--- config.mk ---
export PLATFORM = sky130hd
export DESIGN_NAME = uart_tx_ctrl
export DESIGN_NICKNAME = d
export VERILOG_FILES = /design/src/rtl/soc_mmio_pkg.sv /design/src/rtl/sync_fifo.sv /design/src/rtl/uart_tx_ctrl.sv
export SDC_FILE = /design/constraint.sdc
export NUM_CORES = 1
export LEC_CHECK = 0
export CAP_MARGIN = 20
export CORE_MARGIN = 5
export CORE_UTILIZATION = 25
export CTS_BUF_LIST = sky130_fd_sc_hd__clkbuf_2 sky130_fd_sc_hd__clkbuf_4 sky130_fd_sc_hd__clkbuf_8
export DETAILED_ROUTE_END_ITERATION = 16
export GPL_TIMING_DRIVEN = 0
export SLEW_MARGIN = 20
export SYNTH_ARGS = -nofsm -noshare
export SYNTH_HDL_FRONTEND = slang
export SYNTH_SLANG_ARGS = --single-unit
--- constraint.sdc ---
create_clock -name clk -period 2.72 [get_ports clk]
set_input_delay 0.544 -clock clk [delete_from_list [all_inputs] [get_ports clk]]
set_output_delay 0.544 -clock clk [all_outputs]
set_load 0.02 [all_outputs]
--- src/rtl/soc_mmio_pkg.sv ---
// Shared MMIO map for the small SoC: register addresses, UART status bit
// positions and the UART TX controller state encoding.
package soc_mmio_pkg;

    localparam logic [10:0] LED_ADDR       = 11'd100;
    localparam logic [10:0] UART_DATA_ADDR = 11'd101;
    localparam logic [10:0] UART_STAT_ADDR = 11'd102;

    // Status byte layout: {count[3:0], overflow, timeout_err, tx_active, full}
    localparam int STAT_FULL_BIT   = 0;
    localparam int STAT_ACTIVE_BIT = 1;
    localparam int STAT_TOERR_BIT  = 2;
    localparam int STAT_OVF_BIT    = 3;
    localparam int STAT_CNT_LSB    = 4;

    // Control write to the status address: bit0 flushes the TX FIFO.
    localparam int CTRL_FLUSH_BIT  = 0;

    typedef enum logic [1:0] {
        ST_IDLE       = 2'd0,
        ST_LAUNCH     = 2'd1,
        ST_WAIT_START = 2'd2,
        ST_WAIT_DONE  = 2'd3
    } uart_tx_state_e;

endpackage

--- src/rtl/sync_fifo.sv ---
// Single-clock byte FIFO with occupancy count and synchronous flush.
// A push to a full FIFO is taken only when a pop happens in the same cycle.
module sync_fifo #(
    parameter int DEPTH = 8
) (
    input  logic                     clk,
    input  logic                     reset_,
    input  logic                     push,
    input  logic                     pop,
    input  logic                     flush,
    input  logic [7:0]               din,
    output logic [7:0]               dout,
    output logic                     full,
    output logic                     empty,
    output logic [$clog2(DEPTH):0]   count
);
    localparam int AW = $clog2(DEPTH);
    localparam int CW = AW + 1;

    logic [7:0]    mem [DEPTH];
    logic [AW-1:0] rd_ptr_q, rd_ptr_d;
    logic [AW-1:0] wr_ptr_q, wr_ptr_d;
    logic [CW-1:0] count_q, count_d;
    logic          do_push;
    logic          do_pop;

    assign full    = (count_q == CW'(DEPTH));
    assign empty   = (count_q == '0);
    assign do_pop  = pop & ~empty & ~flush;
    assign do_push = push & (~full | do_pop) & ~flush;
    assign dout    = mem[rd_ptr_q];
    assign count   = count_q;

    // Pointers are AW bits wide, so wrap modulo DEPTH comes for free.
    always_comb begin
        rd_ptr_d = rd_ptr_q;
        wr_ptr_d = wr_ptr_q;
        count_d  = count_q;
        if (flush) begin
            rd_ptr_d = '0;
            wr_ptr_d = '0;
            count_d  = '0;
        end else begin
            if (do_pop)  rd_ptr_d = rd_ptr_q + AW'(1);
            if (do_push) wr_ptr_d = wr_ptr_q + AW'(1);
            if (do_push && !do_pop) count_d = count_q + CW'(1);
            if (do_pop && !do_push) count_d = count_q - CW'(1);
        end
    end

    always_ff @(posedge clk or negedge reset_) begin
        if (!reset_) begin
            rd_ptr_q <= '0;
            wr_ptr_q <= '0;
            count_q  <= '0;
        end else begin
            rd_ptr_q <= rd_ptr_d;
            wr_ptr_q <= wr_ptr_d;
            count_q  <= count_d;
        end
    end

    always_ff @(posedge clk) begin
        if (do_push) mem[wr_ptr_q] <= din;
    end

endmodule

--- src/rtl/uart_tx_ctrl.sv ---
// MMIO front end for a UART transmitter: CPU writes bytes into a TX FIFO and
// an FSM feeds them one at a time to the transmitter.
module uart_tx_ctrl
    import soc_mmio_pkg::*;
#(
    parameter int          FIFO_DEPTH    = 8,
    parameter logic [10:0] DATA_ADDR     = UART_DATA_ADDR,
    parameter logic [10:0] STAT_ADDR     = UART_STAT_ADDR,
    parameter int          START_TIMEOUT = 15
) (
    input  logic        clk,
    input  logic        reset_,
    input  logic [10:0] m_addr,
    input  logic [7:0]  m_wr_data,
    input  logic        m_wr,
    input  logic        m_rd,
    input  logic        m_en,
    output logic [7:0]  rd_data,
    output logic        rd_hit,
    output logic [7:0]  tx_din,
    output logic        tx_wr_en,
    input  logic        tx_busy,
    output logic [1:0]  dbg_state
);
    localparam int CW = $clog2(FIFO_DEPTH) + 1;
    localparam int TW = $clog2(START_TIMEOUT + 1);
    localparam logic [TW-1:0] TMR_LAST = TW'(START_TIMEOUT - 1);

    uart_tx_state_e state_q, state_d;
    logic [TW-1:0]  tmr_q, tmr_d;
    logic [7:0]     tx_din_q, tx_din_d;
    logic           ovf_q, ovf_d;
    logic           toerr_q, toerr_d;
    logic           to_set;

    logic           data_wr, stat_wr, data_rd, stat_rd, flush;
    logic           pop_req, ovf_set;
    logic [7:0]     fifo_dout;
    logic           fifo_full, fifo_empty;
    logic [CW-1:0]  fifo_count;
    logic [4:0]     count_ext;
    logic [7:0]     status, free_cnt;

    assign data_wr = m_en & m_wr & (m_addr == DATA_ADDR);
    assign stat_wr = m_en & m_wr & (m_addr == STAT_ADDR);
    assign data_rd = m_en & m_rd & (m_addr == DATA_ADDR);
    assign stat_rd = m_en & m_rd & (m_addr == STAT_ADDR);
    assign flush   = stat_wr & m_wr_data[CTRL_FLUSH_BIT];
    assign rd_hit  = data_rd | stat_rd;

    assign pop_req = (state_q == ST_IDLE) & ~fifo_empty & ~tx_busy & ~flush;
    assign ovf_set = data_wr & fifo_full & ~pop_req & ~flush;

    sync_fifo #(.DEPTH(FIFO_DEPTH)) u_fifo (
        .clk    (clk),
        .reset_ (reset_),
        .push   (data_wr),
        .pop    (pop_req),
        .flush  (flush),
        .din    (m_wr_data),
        .dout   (fifo_dout),
        .full   (fifo_full),
        .empty  (fifo_empty),
        .count  (fifo_count)
    );

    assign count_ext = 5'(fifo_count);
    assign free_cnt  = 8'(FIFO_DEPTH) - 8'(fifo_count);

    always_comb begin
        status                        = '0;
        status[STAT_CNT_LSB +: 4]     = count_ext[3:0];
        status[STAT_OVF_BIT]          = ovf_q;
        status[STAT_TOERR_BIT]        = toerr_q;
        status[STAT_ACTIVE_BIT]       = (state_q != ST_IDLE);
        status[STAT_FULL_BIT]         = fifo_full;
        rd_data = '0;
        if (stat_rd)      rd_data = status;
        else if (data_rd) rd_data = free_cnt;
    end

    // Transmitter handshake: tx_wr_en pulses for one cycle per byte; the
    // transmitter acknowledges by raising tx_busy and signals done by lowering it.
    always_comb begin
        state_d  = state_q;
        tmr_d    = tmr_q;
        tx_din_d = tx_din_q;
        to_set   = 1'b0;
        case (state_q)
            ST_IDLE: begin
                if (pop_req) begin
                    tx_din_d = fifo_dout;
                    state_d  = ST_LAUNCH;
                end
            end
            ST_LAUNCH: begin
                tmr_d   = '0;
                state_d = ST_WAIT_START;
            end
            ST_WAIT_START: begin
                if (tx_busy) begin
                    state_d = ST_WAIT_DONE;
                end else if (tmr_q == TMR_LAST) begin
                    to_set  = 1'b1;
                    state_d = ST_IDLE;
                end else begin
                    tmr_d = tmr_q + TW'(1);
                end
            end
            ST_WAIT_DONE: begin
                if (!tx_busy) state_d = ST_IDLE;
            end
            default: state_d = ST_IDLE;
        endcase
    end

    // Sticky flags: a set event beats the clear-on-read in the same cycle.
    assign ovf_d   = ovf_set | (ovf_q & ~stat_rd);
    assign toerr_d = to_set  | (toerr_q & ~stat_rd);

    always_ff @(posedge clk or negedge reset_) begin
        if (!reset_) begin
            state_q  <= ST_IDLE;
            tmr_q    <= '0;
            tx_din_q <= '0;
            ovf_q    <= 1'b0;
            toerr_q  <= 1'b0;
        end else begin
            state_q  <= state_d;
            tmr_q    <= tmr_d;
            tx_din_q <= tx_din_d;
            ovf_q    <= ovf_d;
            toerr_q  <= toerr_d;
        end
    end

    assign tx_wr_en  = (state_q == ST_LAUNCH);
    assign tx_din    = tx_din_q;
    assign dbg_state = state_q;

endmodule

# == After elaboration in Yosys (flattened, before gate mapping) ==
# Memories as Yosys holds them, arrays and structs flattened. A register that Yosys moved wholly into a read port is not among the register bits.
# Index checks and enable logic that the tools add are counted.
# totals
regBits,18
memories,1
mem_bits_rw,64
wordCells,92
input_bits,25
# op_classes
n_eq_ne,12
reduce_logical,15
n_addsub,6
bitwise,29
muxes,22
# memory_table
memory,words,word_bits,rd,rd_clocked_by_memory_dff,wr,line,source
u_fifo.mem,8,8,1,1,1,sync_fifo.sv:20,logic [7:0] mem [DEPTH];
# ops
cell,n
== test 11 x 7 -> 1 bit (second input constant),2
two-way mux 4 bit,5
AND 1 bit,19
two-way mux 8 bit,2
two-way mux 3 bit,4
adder 4 x 1 -> 4 bit (second input constant),2
== test 4 bit (second input constant),2
two-way mux 2 bit,4
inequality test 2 bit (second input constant),4
one-hot mux 2 bit (4 select lines),1
one-hot mux 4 bit (2 select lines),1
nonzero test 2 bit,4
adder 3 x 1 -> 3 bit (second input constant),2
NOT 1 bit,6
AND reduction 3 bit,2
two-way mux 1 bit,5
subtractor 4 x 4 -> 5 bit (first input constant),1
== test 2 bit (second input constant),2
zero test 4 bit,1
OR 1 bit,4
subtractor 4 x 1 -> 4 bit (second input constant),1
zero test 1 bit,3
inequality test 3 bit (second input constant),1
nonzero test 3 bit,1
other kinds (4),5

# == Logic depth before layout (Yosys ltp) ==
# Gate-level depths: netlist of the first run.
# logic_depth
word_depth,14
depth_mapped,13
mapped_depth_nobuf,12

# == Hierarchy ==
# From an unflattened synthesis of the first run, not the netlist that was laid out.
# unflattened
cells_unflattened,281
hier_area_um2,4285.4
# by_module_without_submodules
mod,area_per_inst_um2,n_inst,cells_each
sync_fifo,3199.3,1,172
uart_tx_ctrl,1086.0,1,109

# == Worst setup path before layout of the first run ==
# No wires, ideal clock.
# synth_timing
path_type,register to register
startpoint,reg state_q[0] (netlist: dbg_state[0])
endpoint,reg u_fifo.count_q[3] (netlist: u_fifo.count[3])
path_stages_with_launch,13
required_ns,2.626
path_slack_ns,-0.104
synth_period_minus_slack_ns,2.824
arrival_ns,2.730
path_cell_list,dfrtp_1 inv_1 ha_1 nor2b_1 a21boi_2 nand2b_1 nor2_1 ha_1 a21o_1 a21oi_1 nor4b_1 a21o_1 a211oi_1
# synth_between
elab_chain_len,13
elab_cells_between_ends,16
classes_between,mux (2); bitwise (8); reduce/logical (6)
# synth_lines
item,line,source
from (decl),uart_tx_ctrl.sv:29,"uart_tx_state_e state_q, state_d;"
from (signal assigned),uart_tx_ctrl.sv:129,state_q <= state_d;
zero test 2 bit *,uart_tx_ctrl.sv:51,assign pop_req = (state_q == ST_IDLE) & ~fifo_empty & ~tx_busy & ~flush;
AND 1 bit * (3 in series),uart_tx_ctrl.sv:51,
AND 1 bit * (2 in series),sync_fifo.sv:29,assign do_pop = pop & ~empty & ~flush;
OR 1 bit,sync_fifo.sv:30,assign do_push = push & (~full | do_pop) & ~flush;
AND 1 bit (2 in series),sync_fifo.sv:30,
zero test 1 bit,sync_fifo.sv:47,if (do_pop && !do_push) count_d = count_q - CW'(1);
logical AND 1 bit,sync_fifo.sv:47,
two-way mux 4 bit,sync_fifo.sv:47,
two-way mux 4 bit,sync_fifo.sv:39,if (flush) begin
to (signal assigned),sync_fifo.sv:59,count_q <= count_d;
to (decl),sync_fifo.sv:23,"logic [CW-1:0] count_q, count_d;"
# Mark *: on every way between the ends. The rest lies on a longest branch, timed or not.
# A chain may end at the register's enable or synchronous reset.

# == Final worst setup path of the first run ==
# layout_timing
startpoint,in m_addr[9]
endpoint,out rd_data[1]
# layout_between
elab_chain_len,4
elab_cells_between_ends,6
classes_between,eq/ne (2); mux (2); bitwise (2)
# layout_lines
item,line,source
from (decl),uart_tx_ctrl.sv:13,"input logic [10:0] m_addr,"
== test 11 x 7 -> 1 bit,uart_tx_ctrl.sv:46,assign data_rd = m_en & m_rd & (m_addr == DATA_ADDR);
AND 1 bit,uart_tx_ctrl.sv:46,
two-way mux 8 bit,uart_tx_ctrl.sv:79,else if (data_rd) rd_data = free_cnt;
two-way mux 8 bit *,uart_tx_ctrl.sv:78,if (stat_rd) rd_data = status;
to (decl),uart_tx_ctrl.sv:18,"output logic [7:0] rd_data,"
# Marks and branches as above.

==> impl_metrics.ini, run 1 <==
[run_status]
status = finished, final reports clean

[global_routing]
grt_pass1_vias = 2726
antenna_found_initial = 0
grt_overflow = 0
grt_max_degree = 27
grt_first_pass_wirelength_um = 14400
grt.total_usage_pct = 9.42

[setup_path]
cpMaxStageDelayCell = or3b_4
crit_path_frequent_cell = buf_4
r2r-start = dbg_state[0]$_DFFE_PN0P_
required_ns = 2.18
start_kind = input port
arrival_ns = 2.11
max_stage_delay_ns = 0.44
cp.buffers_inverters = 3
cp-end-kind = output port
crit_chain = dlygate4sd2_1, or3b_4, nor2_4, nand4_1, buf_4, o21ai_1, buf_4
r2r_end = u_fifo.count[3]$_DFFE_PN0P_
reg2reg_slack_ns = 0.15
worstPathMaxFanout = 6
setup.worst_path.class = in -> out
cp_top_family = simple AND/OR/NAND/NOR gates
r2r_cells = 12

[cells_and_area]
syn_to_final_growth_pct = 30.2
multi_input_area_um2 = 1640
fin_cells = 590
antenna_cells = 0
fillers = 1620
nNetsFinal = 403
seq_area_um2 = 2580
drive_above_1_share_pct = 28.4
fin_area_um2 = 5360

[clock_tree]
clock_latency_ns = 0.35
cts.sinks = 90
cts_buffers = 9
h-tree-depth = 3
cts-hold-fix-buffers = 0
cts_buffer_depth = 2
cts-root-buf = clkbuf_8
clk_pin_slew_ns = 0.09
cts_tree = yes

[drt]
route.detailed.drc = 0
routed_wl_um = 8990
ant_nets = 0
vias = 2566
vias_per_cell = 4.35
dr.pass1.iters = 4
wire_per_inst_um = 15.2
dr.first_iter.drc_count = 136

[floorplanning]
dieArea_um2 = 19100
coreArea_um2 = 16300
rows = 47
start_util_pct = 25.2
io_pins = 45
die_h_um = 138
fp.dieW_um = 138

[yosys]
syn_inst = 288
synthFlopType = edfxtp_1
yosysMostFrequentCell = edfxtp_1
synthDominantCellAreaShare_pct = 46.7
synth_edf_count = 64
synth_top_family_by_area = multiplexers
synth_cell_type_count = 47
yosys.area_share.adder_pct = 4.13
async_flop_share_pct = 28.9
syn_nets = 326
synth.avg_cell_area_um2 = 14.3
synthXorXnorAreaFrac_pct = 1.28
netlist_area_um2 = 4120
synth_compound_area_share_pct = 6.50
synthSimpleGateAreaFrac_pct = 11.5
ys_seq_elements = 90
yosys-top-cells-count = edfxtp_1, nor2_1, dfrtp_1, nand2_1, a21oi_1
synth-warning-count = 0
synth_area_leaders = edfxtp_1, dfrtp_1, mux4_2
synthMuxAreaShare_pct = 12.2
yosysTopAreaCell = edfxtp_1
yosysSeqAreaShare_pct = 62.5

[sta]
drv_slew = 0
finClkSkew_ns = 0.00739
setup_ws_ns = 0.0641
max_slew_margin_pct = 45.9
tightest_slew_ns = 0.811
finalHoldViolations = 0
max_freq_ghz = 0.377
fin_crit_ns = 2.66
setup_viol = 0
fin_crit_sh_pct = 97.6
rsz0062_at_grt = yes

[run]
maxCapViolCount = 0

[worst_hold_path]
hold_class = in -> async

[pwr]
leakage_uw = 0.00197
power.total_uw = 4440
pwr_density_cell_nw_per_um2 = 829
ir_drop_v = 0.000242

[place]
dpl_cell_area_um2 = 4840
dp_hpwl_um = 5930
port_buffers = 44
place_inst = 552
gp_congestion = 0.769
preCtsSetupSlack_ns = -0.777
[per-stage QoR]
stage / hold slack [ns] / util (%) / TNS [ns]
after detailed placement: 0.472 / 29.6 / -48.35
final: 0.213 / 32.8 / 0
after global placement: 0.463 / 29.6 / -49.24
after floorplan: 0.248 / - / 0
after global routing: 0.241 / 32.8 / -0.00432
after CTS: 0.220 / 32.3 / 0
[worst reg2reg max path, stage by stage (launching register included)]
cell and delay, ns:
dfrtp_1 0.42, inv_1 0.16, ha_2 0.24, nor2b_4 0.18, a21boi_4 0.23, nand2b_4 0.08, nor2_4 0.17, ha_4 0.22
a21o_1 0.17, a21oi_4 0.21, nor2_2 0.06, a221oi_2 0.25, a211oi_2 0.06
[sequential cells by signal, summed over array words and instances (netlist names)]
register	cells
dbg_state	2
u_fifo.count	4
tmr_q	4
toerr_q	1
u_fifo.mem	64
ovf_q	1
u_fifo.wr_ptr_q	3
tx_din	8
u_fifo.rd_ptr_q	3
[layer usage]
layer | vias up | global-route usage [%] | part of all wire, %
li1 | 1242 | - | -
met1 | 1274 | 10.4 | 41
met2 | 40 | 17.7 | 54
met3 | 10 | 1.69 | 3.0
met4 | 0 | 4.00 | 1.8
met5 | - | 0 | 0
[cell usage in the layout, fill, tap and decap left out, drive strengths merged, types with 2 or more instances in the layout]
master,n
edfxtp,64
buf,35
nor2,29
dfrtp,26
clkdlybuf4s50,23
nand2,19
a21oi,18
mux4,16
mux2i,13
inv,13
ha,12
clkbuf,12
o21ai,11
dlygate4sd2,10
nand2b,7
nand3,5
nor2b,5
nand4,4
nand3b,3
xnor2,3
xor2,3
a22o,3
nor3,3
clkdlybuf4s15,3
or3b,2
nor4,2
and4,2
o22ai,2
a211o,2
a21o,2
dlymetal6s2s,2
[timing repair]
item                       in CTS  in global routing
pin swaps                      18                 12
resized for setup              66                 22
buffers inserted               23                  4
hold endpoints to repair        0                  0
setup endpoints to repair      75                 67
[power by group]
group	switching [µW]	internal [µW]	total [µW]	leakage, µW
Sequential	117	1610	1730	0.000892
Clock	500	443	943	0.000107
Combinational	937	831	1770	0.000966
[worst max path at each step]
stage                   start                     endpoint  cells past startpoint
global route        m_addr[9]                   rd_data[0]                      6
finish              m_addr[9]                   rd_data[1]                      7
detailed placement  m_addr[5]   u_fifo.mem[4][7]$_DFFE_PP_                      7
CTS                 m_addr[3]  u_fifo.count[3]$_DFFE_PN0P_                     11
floorplan           m_addr[9]  u_fifo.count[3]$_DFFE_PN0P_                     10
global placement    m_addr[5]   u_fifo.mem[1][7]$_DFFE_PP_                      6
[area by class of cell]
type | count | share of cell area, %
plain buffers | 9 | 0.841
clock buffers | 9 | 2.31
clock inverters | 7 | 1.52
inverters | 8 | 0.560
multi-input cells | 180 | 30.5
flip-flops and latches | 90 | 48.1
well taps | 220 | 5.14
repair buffers | 67 | 11.0
[kinds of logic (layout without fill, tap and decap cells)]
kind of cell               after synthesis  in the layout
buffers and inverters                   18            100
DFF                                     90             90
and+or+nand+nor                         87             87
adders and majority gates               13             13
muxes                                   30             30
AOI/OAI and AO/OA                       44             44
xor gates and xnor gates                 6              6
No activity file was read; power rests on OpenSTA's default activity.
==> inputs of run 2 (changes only) <==
SETUP_SLACK_MARGIN = 0.4   (was not set)
==> run 2 against run 1 <==
Worst setup slack improved by 0.18 ns; sequential cell count did not move; hold slack got worse by 0.017 ns; largest power group unchanged; via count rose by 3.7%; first-iteration DRC count rose by 23%; sequential share of layout area fell by 2.3 points; clock power barely moved; critical endpoint is now rd_data[4]; non-clock buffer count rose by 14; sequential power barely moved; fmax rose by 7.1%; total power rose by 5.7%; utilization rose by 1.6 points.
==> impl_metrics.ini, run 2 (synthesized netlist as in run 1, its figures left out) <==
[run_status]
status = finished, final reports clean

[cells_and_area]
nNetsFinal = 417
fin_area_um2 = 5620
largest_reg_flops = 64
antenna_cells = 0
fin_cells = 604
syn_to_final_growth_pct = 36.5
layout_commonest_cell = edfxtp_1
mostFrequentLayoutCells = edfxtp_1, buf_4, dfrtp_1
regMostFlops = u_fifo.mem
drive_above_1_share_pct = 37.8

[place]
place_inst = 552
port_buffers = 44
dp_hpwl_um = 6080
dpl_cell_area_um2 = 4890
gp_congestion = 0.738

[clock_tree]
clk_pin_slew_ns = 0.10
cts_buffer_depth = 2
cts-hold-fix-buffers = 0
h-tree-depth = 3
cts_buffers = 9
cts.sinks = 90
clock_latency_ns = 0.36
cts-root-buf = clkbuf_8
cts_tree = yes

[setup_path]
setup.worst_path.class = in -> out
reg2reg_slack_ns = 0.29
r2r-start = dbg_state[1]$_DFFE_PN0P_
start_kind = input port
worstPathMaxFanout = 5
arrival_ns = 1.94
cp-end-kind = output port
r2r_cells = 13
critPathLaunch = m_addr[8]
required_ns = 2.18
r2r_end = u_fifo.count[3]$_DFFE_PN0P_

[sta]
max_freq_ghz = 0.403
tightest_slew_ns = 0.767
finalHoldViolations = 0
fin_crit_sh_pct = 91.2
fin_crit_ns = 2.48
rsz0062_at_grt = yes
setup_viol = 0
max_slew_margin_pct = 48.8
drv_slew = 0
finClkSkew_ns = 0.0153

[global_routing]
grt_first_pass_wirelength_um = 15000
grt_max_degree = 27
grt.total_usage_pct = 9.76
grt_pass1_vias = 2823
antenna_found_initial = 0
grt_overflow = 0

[floorplanning]
coreArea_um2 = 16300
die_h_um = 138
io_pins = 45
rows = 47
start_util_pct = 25.2
dieArea_um2 = 19100
fp.dieW_um = 138

[pwr]
ir_drop_v = 0.000380
power.total_uw = 4690
pwr_density_cell_nw_per_um2 = 835
leakage_uw = 0.00206

[drt]
dr.first_iter.drc_count = 167
ant_nets = 0
vias_per_cell = 4.41
route.detailed.drc = 0
dr.pass1.iters = 4
routed_wl_um = 9150
vias = 2662
wire_per_inst_um = 15.1

[run]
maxCapViolCount = 0

[worst_hold_path]
hold_class = in -> async
## run 2: cell types whose count changed in the layout (fill, tap and decap cells not counted), moves of 3 or more
cell / delta
clkdlybuf4s50_1: -4
nor2_4: +7
o21ai_2: +3
nor2_2: -7
inv_2: +4
inv_1: -4
buf_4: +9
buf_6: +13
dlygate4sd2_1: -5
## run 2: metrics by stage
stage                     utilization, %  setup TNS [ns]  setup slack, ns  hold slack, ns
final                               34.4               0            0.240           0.196
after global routing                34.4               0            0.152           0.238
after CTS                           32.7               0            0.231           0.208
after detailed placement            29.9          -34.22           -0.732           0.464
after global placement              30.0          -33.47           -0.707           0.464
after floorplan                        -               0            0.133           0.248
## run 2: layout make-up
class | instances | area (µm²)
fill | 1602 | 10700
sequential | 90 | 2570
multi-input combinational | 180 | 1750
timing repair buffer | 80 | 731
tap | 220 | 275
clock buffer | 10 | 138
clock inverter | 6 | 68.8
buffer | 10 | 53.8
inverter | 8 | 30.0
## run 2: layer usage
| metal | global-route usage, % | vias up | wire length [µm] |
|---|---|---|---|
| li1 | - | 1273 | - |
| met1 | 12.2 | 1322 | 3930 |
| met2 | 16.9 | 57 | 4720 |
| met3 | 2.31 | 10 | 388 |
| met4 | 2.81 | 0 | 116 |
| met5 | 0 | - | 0 |
## run 2: how the worst max path moves through the flow
stage                                   to  cells past startpoint  slack (ns)
6_report                        rd_data[4]                      8        0.24
5_1_grt        u_fifo.count[3]$_DFFE_PN0P_                     13        0.15
4_1_cts        u_fifo.count[3]$_DFFE_PN0P_                     12        0.23
3_5_place_dp                    rd_data[1]                      6       -0.73
3_3_place_gp                    rd_data[1]                      6       -0.71
2_1_floorplan  u_fifo.count[3]$_DFFE_PN0P_                     10        0.13
## run 2: repair_timing
item	4_1_cts	5_1_grt
gates cloned	0	0
setup endpoints to repair	84	69
setup buffers	19	17
pin swaps	27	25
gates resized for setup	117	33
## run 2: worst max-delay path, stage by stage
cell     delay (ns)
buf_6          0.09
or3b_4         0.41
buf_4          0.15
nor2_4         0.11
and4_4         0.29
nand3_4        0.10
o21ai_2        0.11
buf_6          0.13
## run 2: power by group
part	leakage (µW)	switching (µW)	internal, µW	total (µW)
clock	0.000104	487	458	944
combinational	0.00107	1030	1000	2030
sequential	0.000893	109	1610	1720
total	0.00206	1620	3070	4690
==> inputs of run 3 (changes only) <==
--- a/config.mk
+++ b/config.mk
@@ -9,3 +9,3 @@
 export CORE_MARGIN = 5
-export CORE_UTILIZATION = 25
+export CORE_UTILIZATION = 33
 export CTS_BUF_LIST = sky130_fd_sc_hd__clkbuf_2 sky130_fd_sc_hd__clkbuf_4 sky130_fd_sc_hd__clkbuf_8
--- a/constraint.sdc
+++ b/constraint.sdc
@@ -3,2 +3,2 @@
 set_output_delay 0.544 -clock clk [all_outputs]
-set_load 0.02 [all_outputs]
+set_load 0.1 [all_outputs]
==> run 3 against run 2 <==
Sequential power hardly changed; cell count is 9.8% lower; non-clock buffer count is 7 lower; first-iteration DRC count is 5.4% higher; wire length is 1.9% higher; worst setup slack better by 0.026 ns; cell area is 0.51% higher; largest power group unchanged.
==> impl_metrics.ini, run 3 (synthesized netlist as in run 1, its figures left out) <==
[run_status]
status = finished, final reports clean

[setup_path]
r2r-start = dbg_state[1]$_DFFE_PN0P_
critPathLaunch = m_addr[8]
worstPathMaxFanout = 3
setup.worst_path.class = in -> reg
arrival_ns = 2.74
required_ns = 3.00
cp-end-kind = flip-flop
start_kind = input port

[cells_and_area]
largest_reg_flops = 64
mostFrequentLayoutCells = edfxtp_1, dfrtp_1, buf_4
fin_area_um2 = 5650
syn_to_final_growth_pct = 37.2
regMostFlops = u_fifo.mem
layout_commonest_cell = edfxtp_1
fillers = 1061
fin_cells = 545
antenna_cells = 0
drive_above_1_share_pct = 38.5
final_core_util_pct = 46.6
nNetsFinal = 410

[sta]
max_slew_margin_pct = 36.6
tightest_slew_ns = 0.955
finalHoldViolations = 0
fin_crit_ns = 2.45
max_freq_ghz = 0.408
fin_crit_sh_pct = 90.2
setup_viol = 0
finClkSkew_ns = 0.00889
drv_slew = 0
rsz0062_at_grt = yes
setup_ws_ns = 0.266

[pwr]
p_switching_uw = 2160
ir_drop_v = 0.000272
combPwrFrac_pct = 48.7
power_frac_clock_pct = 17.6
leakage_uw = 0.00209
internal_power_uw = 2950
switching_share_pct = 42.2
power.total_uw = 5120
pwr_density_cell_nw_per_um2 = 905
p_seq_share_pct = 33.7

[drt]
vias_per_cell = 4.89
wire_per_inst_um = 17.1
dr.pass1.iters = 4
route.detailed.drc = 0
routed_wl_um = 9320
ant_nets = 0
vias = 2667
dr.first_iter.drc_count = 176

[global_routing]
antenna_found_initial = 0
grt_first_pass_wirelength_um = 14900
grt_max_degree = 27
grt.total_usage_pct = 13.1
grt_pass1_vias = 2836
grt_overflow = 0

[clock_tree]
h-tree-depth = 3
clock_latency_ns = 0.36
cts_buffer_depth = 2
cts-root-buf = clkbuf_8
cts_buffers = 9
cts.sinks = 90
cts_tree = yes
clk_pin_slew_ns = 0.09

[floorplanning]
dieArea_um2 = 14800
start_util_pct = 34.0
fp.dieW_um = 122
coreArea_um2 = 12100
io_pins = 45
die_h_um = 122
rows = 40

[place]
dpl_cell_area_um2 = 4970
port_buffers = 44
place_inst = 500
gp_congestion = 0.793
dp_hpwl_um = 5940
preCtsSetupSlack_ns = -1.39

[run]
maxCapViolCount = 0

[worst_hold_path]
hold_class = in -> async
## run 3: power groups by stage
stage                     clock network, µW  registers (µW)  logic, µW
final                                   902            1720       2490
after global routing                    984            1740       2680
after CTS                               915            1720       2420
after detailed placement                  0            1770       2210
after global placement                    0            1760       2190
after floorplan                           0            2280       1180
## run 3: final timing paths
| path | to | slack, ns | cells after the start |
|---|---|---|---|
| min in group clk | tx_din[6]$_DFFE_PN0P_ | 0.52 | 2 |
| min | dbg_state[0]$_DFFE_PN0P_ | 0.18 | 1 |
| max in group asynchronous | dbg_state[1]$_DFFE_PN0P_ | 2.09 | 1 |
| max | u_fifo.count[2]$_DFFE_PN0P_ | 0.27 | 12 |
| min reg2reg | tx_din[6]$_DFFE_PN0P_ | 0.52 | 2 |
| max reg2reg | u_fifo.count[3]$_DFFE_PN0P_ | 0.28 | 12 |
## run 3: repair_timing
action                     4_1_cts  5_1_grt
setup buffers                   27        2
pin swaps                       30       14
gates resized for setup        162       13
setup endpoints to repair       97       51
hold buffers                     0        0
## run 3: final cells by class
cell class                      count  area, µm²  area share (%)
Buffer                             10       61.3            1.09
Clock buffer                       12        165            2.92
Clock inverter                      4       33.8           0.598
Inverter                            8       37.5           0.664
Multi-Input combinational cell    180       1820            32.2
Sequential cell                    90       2580            45.7
Tap cell                          168        210            3.72
Timing Repair Buffer               73        739            13.1
## run 3: critical path, cell delays in order
cell and delay [ns]:
buf_6 0.09, or3b_4 0.42, buf_12 0.15, nor4_4 0.20, nand2b_4 0.21, nor2_4 0.05
buf_4 0.13, fa_2 0.34, xor2_2 0.16, a21oi_1 0.06, a211o_1 0.26, o22ai_1 0.11
## run 3: through the flow
step                TNS (ns)  hold WS [ns]
finish                     0         0.182
detailed placement    -40.81         0.466
global placement      -39.77         0.488
CTS                        0         0.201
global route               0         0.227
floorplan             -0.205         0.248
## run 3: routing by layer
layer / GRT usage [%] / share of wire, %
met5: 0 / 0
met4: 4.48 / 1.3
met1: 17.6 / 45
met2: 21.0 / 50
met3: 2.88 / 3.4
